**config.mk**
```make
export PLATFORM = sky130hd
export DESIGN_NAME = servo_pwm_decoder
export DESIGN_NICKNAME = d
export VERILOG_FILES = /design/src/rtl/servo_pwm_decoder.sv
export SDC_FILE = /design/constraint.sdc
export NUM_CORES = 1
export LEC_CHECK = 0
export ABC_AREA = 1
export CORE_ASPECT_RATIO = 0.5
export CORE_MARGIN = 2
export CORE_UTILIZATION = 40
export CTS_CLUSTER_DIAMETER = 100
export DETAILED_ROUTE_END_ITERATION = 12
export PLACE_DENSITY = 0.62
export SLEW_MARGIN = 20
export SYNTH_ARGS = -nofsm -noshare
export SYNTH_HDL_FRONTEND = slang
export SYNTH_SLANG_ARGS = --single-unit
```
**constraint.sdc**
```tcl
create_clock -name CLOCK_50 -period 6.7 [get_ports CLOCK_50]
set_input_delay 1.005 -clock CLOCK_50 [delete_from_list [all_inputs] [get_ports CLOCK_50]]
set_output_delay 1.005 -clock CLOCK_50 [all_outputs]
set_load 0.03 [all_outputs]
```
**src/rtl/servo_pwm_decoder.sv**
```systemverilog
// Hobby-servo PWM reader: conditions the input, measures pulse width and period,
// and converts width to an angle with a degree counter instead of a divider.
module servo_pwm_decoder #(
  parameter int unsigned GLITCH_CYCLES    = 3,
  parameter int unsigned MIN_PULSE_CYCLES = 50000,
  parameter int unsigned CYCLES_PER_DEG   = 278,
  parameter int unsigned MAX_ANGLE        = 180,
  parameter int unsigned RUNT_CYCLES      = 25000,
  parameter int unsigned MAX_PULSE_CYCLES = 125000,
  parameter int unsigned TIMEOUT_CYCLES   = 1500000,
  parameter int unsigned RESET_ANGLE      = 90
) (
  input  logic        CLOCK_50,
  input  logic        reset,
  input  logic        pwm_in,
  output logic [7:0]  angle,
  output logic        angle_valid,
  output logic [16:0] pulse_width,
  output logic [20:0] period,
  output logic        pulse_error,
  output logic        signal_lost
);

  localparam int unsigned ANGLE_W  = 8;
  localparam int unsigned WIDTH_W  = 17;
  localparam int unsigned PERIOD_W = 21;
  localparam int unsigned GF_W     = $clog2(GLITCH_CYCLES + 1);
  localparam int unsigned LOW_RUN  = GLITCH_CYCLES + 2;
  localparam int unsigned LR_W     = $clog2(LOW_RUN + 1);
  localparam int unsigned DEG_W    = $clog2(CYCLES_PER_DEG + 1);
  localparam int unsigned TO_W     = $clog2(TIMEOUT_CYCLES + 1);

  typedef enum logic [1:0] {WAIT_LOW, IDLE, HIGH} state_t;

  logic [1:0]      sync_q;
  logic            filt, filt_d;
  logic [GF_W-1:0] gf_cnt;
  logic [LR_W-1:0] low_run;
  logic            rise, fall;

  state_t                state, state_nxt;
  logic [WIDTH_W-1:0]    width_cnt, width_nxt, pw_nxt;
  logic [DEG_W-1:0]      deg_cnt, deg_nxt;
  logic [ANGLE_W-1:0]    acc, acc_nxt, angle_nxt;
  logic [PERIOD_W-1:0]   per_cnt, per_nxt, period_nxt;
  logic                  seen_rise, seen_nxt;
  logic [TO_W-1:0]       to_cnt, to_nxt;
  logic                  valid_nxt, err_nxt, lost_nxt;

  // Synchronizer, glitch filter, and a run of true lows; the low run ignores the
  // two reset-zero synchronizer stages so a pin held high across reset is not
  // mistaken for a completed low.
  always_ff @(posedge CLOCK_50 or posedge reset) begin
    if (reset) begin
      sync_q  <= 2'b00;
      filt    <= 1'b0;
      filt_d  <= 1'b0;
      gf_cnt  <= '0;
      low_run <= '0;
    end else begin
      sync_q <= {sync_q[0], pwm_in};
      filt_d <= filt;
      if (sync_q[1] == filt) begin
        gf_cnt <= '0;
      end else if (gf_cnt == GF_W'(GLITCH_CYCLES - 1)) begin
        filt   <= sync_q[1];
        gf_cnt <= '0;
      end else begin
        gf_cnt <= gf_cnt + GF_W'(1);
      end
      if (sync_q[1]) begin
        low_run <= '0;
      end else if (low_run != LR_W'(LOW_RUN)) begin
        low_run <= low_run + LR_W'(1);
      end
    end
  end

  assign rise = filt & ~filt_d;
  assign fall = ~filt & filt_d;

  always_ff @(posedge CLOCK_50 or posedge reset) begin
    if (reset) begin
      state       <= WAIT_LOW;
      width_cnt   <= '0;
      deg_cnt     <= '0;
      acc         <= '0;
      per_cnt     <= '0;
      seen_rise   <= 1'b0;
      to_cnt      <= '0;
      angle       <= ANGLE_W'(RESET_ANGLE);
      pulse_width <= '0;
      period      <= '0;
      angle_valid <= 1'b0;
      pulse_error <= 1'b0;
      signal_lost <= 1'b1;
    end else begin
      state       <= state_nxt;
      width_cnt   <= width_nxt;
      deg_cnt     <= deg_nxt;
      acc         <= acc_nxt;
      per_cnt     <= per_nxt;
      seen_rise   <= seen_nxt;
      to_cnt      <= to_nxt;
      angle       <= angle_nxt;
      pulse_width <= pw_nxt;
      period      <= period_nxt;
      angle_valid <= valid_nxt;
      pulse_error <= err_nxt;
      signal_lost <= lost_nxt;
    end
  end

  always_comb begin
    state_nxt  = state;
    width_nxt  = width_cnt;
    deg_nxt    = deg_cnt;
    acc_nxt    = acc;
    angle_nxt  = angle;
    pw_nxt     = pulse_width;
    valid_nxt  = 1'b0;
    err_nxt    = 1'b0;
    per_nxt    = per_cnt;
    period_nxt = period;
    seen_nxt   = seen_rise;
    to_nxt     = to_cnt;
    lost_nxt   = signal_lost;

    case (state)
      WAIT_LOW: begin
        if (!filt && low_run == LR_W'(LOW_RUN)) state_nxt = IDLE;
      end
      IDLE: begin
        if (rise) begin
          width_nxt = WIDTH_W'(1);
          deg_nxt   = '0;
          acc_nxt   = '0;
          state_nxt = HIGH;
        end
      end
      HIGH: begin
        if (fall) begin
          if (width_cnt < WIDTH_W'(RUNT_CYCLES)) begin
            err_nxt = 1'b1;
          end else begin
            angle_nxt = acc;
            pw_nxt    = width_cnt;
            valid_nxt = 1'b1;
          end
          state_nxt = IDLE;
        end else if (width_cnt >= WIDTH_W'(MAX_PULSE_CYCLES)) begin
          err_nxt   = 1'b1;
          state_nxt = WAIT_LOW;
        end else begin
          width_nxt = width_cnt + WIDTH_W'(1);
          // One degree per CYCLES_PER_DEG cycles beyond the 0-degree width.
          if (width_cnt >= WIDTH_W'(MIN_PULSE_CYCLES)) begin
            if (deg_cnt == DEG_W'(CYCLES_PER_DEG - 1)) begin
              deg_nxt = '0;
              if (acc != ANGLE_W'(MAX_ANGLE)) acc_nxt = acc + ANGLE_W'(1);
            end else begin
              deg_nxt = deg_cnt + DEG_W'(1);
            end
          end
        end
      end
      default: state_nxt = WAIT_LOW;
    endcase

    // Period and timeout count the rise cycle as 1; a rise beats a timeout.
    if (rise) begin
      if (seen_rise) period_nxt = per_cnt;
      per_nxt  = PERIOD_W'(1);
      seen_nxt = 1'b1;
      to_nxt   = TO_W'(1);
    end else begin
      if (seen_rise && per_cnt != '1) per_nxt = per_cnt + PERIOD_W'(1);
      if (to_cnt != TO_W'(TIMEOUT_CYCLES)) begin
        to_nxt = to_cnt + TO_W'(1);
        if (to_cnt == TO_W'(TIMEOUT_CYCLES - 1)) lost_nxt = 1'b1;
      end
    end
    if (valid_nxt) lost_nxt = 1'b0;
  end

endmodule

```
==> results by group <==
STA
  • Max Slew Vio Count: 0
  • RSZ-0062 raised after global routing: no
  • Fin worst setup slack: between 4000 and 5000 ps
  • Headroom to the max-slew limit: 43.0%
  • Count of final hold-check violations: 0
  • Fin crit period: about 2600 ps
  • Slew @ Worst Pin: ~860 ps
  • # setup viols final: 0
  • Fin Hold WS: about 350 ps
  • Fmax: approximately 380 MHz
  • Final TNS setup: 0 ps
  • Final Skew: about 13 ps
  • Final Cycle Share: 39.4%

Floorplan
  • Die Width: 196 um
  • Core footprint: ~18,000 sq um
  • Starting Density: 40.4%
  • Die H: 100 um
  • Rows: 35
  • # IOs: 52
  • Die area: 19,600 sq um

Global route
  • GRT Resource Usage Total: 18.3%
  • Initial antenna violation count: 0
  • Total grt overflow: 0
  • Vias in the first global route: roughly 6,000
  • Largest net degree at the start of global routing: 71
  • First-pass GRT wire length: 29,400 um

Power
  • Maximum vdd ir drop: ~0.00018 V
  • PnR Total Power: about 2.5 mW
  • LEAKAGE: 3.99 nW
  • PD cells: between 200 and 300 nW/um^2

Clock network
  • Post-CTS setup buffers: 0
  • Reg clk slew, reported paths: 60 ps
  • CTS sink cnt: 137
  • Max Root-Sink Buffers: 2
  • Cts bufs inserted: 17
  • Clock tree root buffer cell: clkbuf_16
  • Skew-Pair Late Insertion Delay: around 420 ps
  • Cts repair resizes: 0
  • Cts-stage hold buffer count: 0
  • CTS H-tree lvls: 4
  • CTS tree: done

Synthesis
  • Synthesis-stage register bit count: 137
  • Ys Warns: 0
  • Top cells by area, synth: dfrtp_1 (45%), nand2_1 (15%), nand4_1 (5.4%)
  • Top cell type by total area after synthesis: dfrtp_1
  • Post-synthesis sequential area ratio: 46.6%
  • Syn avg cell area: approximately 7.7 sq um
  • Commonest cells in the netlist: nand2_1 (288), dfrtp_1 (132), inv_1 (95), nor2_1 (95), nand4_1 (64)
  • Cells after synthesis: 962
  • EDFF count, synth: 0
  • Synth top area share: 44.8%
  • Netlist cell types: 42
  • Most common cell in the netlist: nand2_1
  • Post-Syn Area: 7370 sq um
  • Async S/R FF share, synth: 100%
  • Post-synth net total: 976
  • Ys flop type: dfrtp_1

Flow run
  • Max_cap viols: 0

Drt
  • Pre-antenna DRT Iters: 7
  • DR WL/cell: 13.6 um
  • Routed vias/inst: 5.09
  • Residual DRC: 0
  • Routed Antenna Nets: 0
  • DR iter-0 viols: 550
  • Final WL: 17,100 um
  • Via count: 6,381

Placed design
  • I/O Buffers: 51
  • Gpl congestion: 0.896
  • DP Worst Slack: around 3800 ps
  • DP Cell Count: 1,222
  • Post-detail-place hpwl: 11,500 um
  • Placed Area: 8020 sq um

Worst setup path
  • Critical path endpoint category: output pin
  • Cell family with most CP delay: buffers and inverters
  • Critical path fanouts, max: 2
  • Crit path required time: 5690 ps
  • Critical path class: reg2out
  • Worst path slowest cell: clkdlybuf4s50_1
  • CP max stage delay: 680 ps
  • Worst EP arrival: 1630 ps
  • Cell Chain, Critical Path: clkdlybuf4s50_1
  • Buf/Inv on CP: 1
  • Crit path launch type: flop

Finish
  • Share of cells above drive strength 1: 7.89%
  • Fillcell total: 1,781
  • Finished Core Util: 47.5%
  • Area growth from synthesis to layout: 17.5%
  • Ant. Diodes: 0
  • Finished layout cell area: 8650 sq um
  • Final std cells w/o fill: 1,254
  • Layout net count: between 1,000 and 1,500

Min path
  • Worst min-delay path category: reg2reg

Status
  • Status: complete, no violations
-- cell families after synthesis --
logic type      count (synthesis)  share of synthesized area, %
buf+inv                       137                          7.90
simple gates                  556                          33.5
flops                         137                          46.6
fa+ha+maj                      11                          1.87
compound gates                 98                          7.25
xor+xnor                       20                          2.38
mux                             3                         0.459
-- report_power, final --
part | total, mW | leakage [nW] | switching [mW] | internal (mW)
logic | 0.510 | 1.84 | 0.377 | 0.133
clock network | 1.01 | 0.299 | 0.380 | 0.635
registers | 0.961 | 1.85 | 0.0652 | 0.895
total | 2.48 | 3.99 | 0.822 | 1.66
-- flip-flops by register name, indices dropped and copies added (netlist names) --
register,flops
to_cnt,21
low_run,3
state,2
angle,8
period,21
filt_d,1
pulse_width,17
acc,8
width_cnt,17
per_cnt,21
pulse_error,1
angle_valid,1
seen_rise,1
gf_cnt,2
signal_lost,1
sync_q,2
deg_cnt,9
filt,1
-- cell usage in the layout, fill, tap and decap left out, types with 2 or more instances in the layout --
cell,netlist,routed
a21oi_1,26,26
a31oi_1,4,4
buf_4,4,3
bufinv_16,0,4
clkbuf_16,0,17
clkdlybuf4s50_1,0,51
clkinv_2,1,3
clkinv_4,0,2
clkinvlp_4,0,4
dfrtp_1,132,132
dfstp_2,5,5
ha_1,11,11
inv_1,95,94
inv_2,6,6
inv_6,0,3
mux2_2,3,3
nand2_1,288,287
nand2_2,10,11
nand2_4,2,2
nand3_1,55,55
nand3_2,2,2
nand4_1,64,64
nor2_1,95,95
nor2_2,4,3
nor2_4,1,2
nor3_1,29,29
o211ai_1,2,2
o21ai_0,47,47
o21ai_1,8,8
o21ai_2,4,4
o21bai_1,3,3
xnor2_1,3,3
xor2_1,17,17
-- final cells by class --
type | instances | area, sq um | share of cell area, %
inverter | 103 | 393 | 4.54
sequential | 137 | 3430 | 39.7
multi-input combinational | 688 | 3360 | 38.8
timing repair buffer | 54 | 533 | 6.16
tap | 240 | 300 | 3.47
clock buffer | 18 | 439 | 5.08
clock inverter | 14 | 195 | 2.26
-- per-layer routing --
metal	vias up	wire [um]	global-route usage, %
li1	3229	-	-
met5	-	0	0
met1	2990	8280	25.4
met3	22	683	2.89
met4	0	194	5.94
met2	140	7910	29.7
-- worst paths after layout --
check	startpoint	endpoint	slack [ps]	cells after the start
max	angle[4]	angle[4]	4060	1
max in group asynchronous	reset	per_cnt[17]	4340	3
max reg2reg	filt	acc[1]	4300	10
min in group asynchronous	reset	angle_valid	1050	2
min reg2reg	sync_q[0]	sync_q[1]	350	0
min	sync_q[0]	sync_q[1]	350	0
No activity file was read; power rests on OpenSTA's default activity.
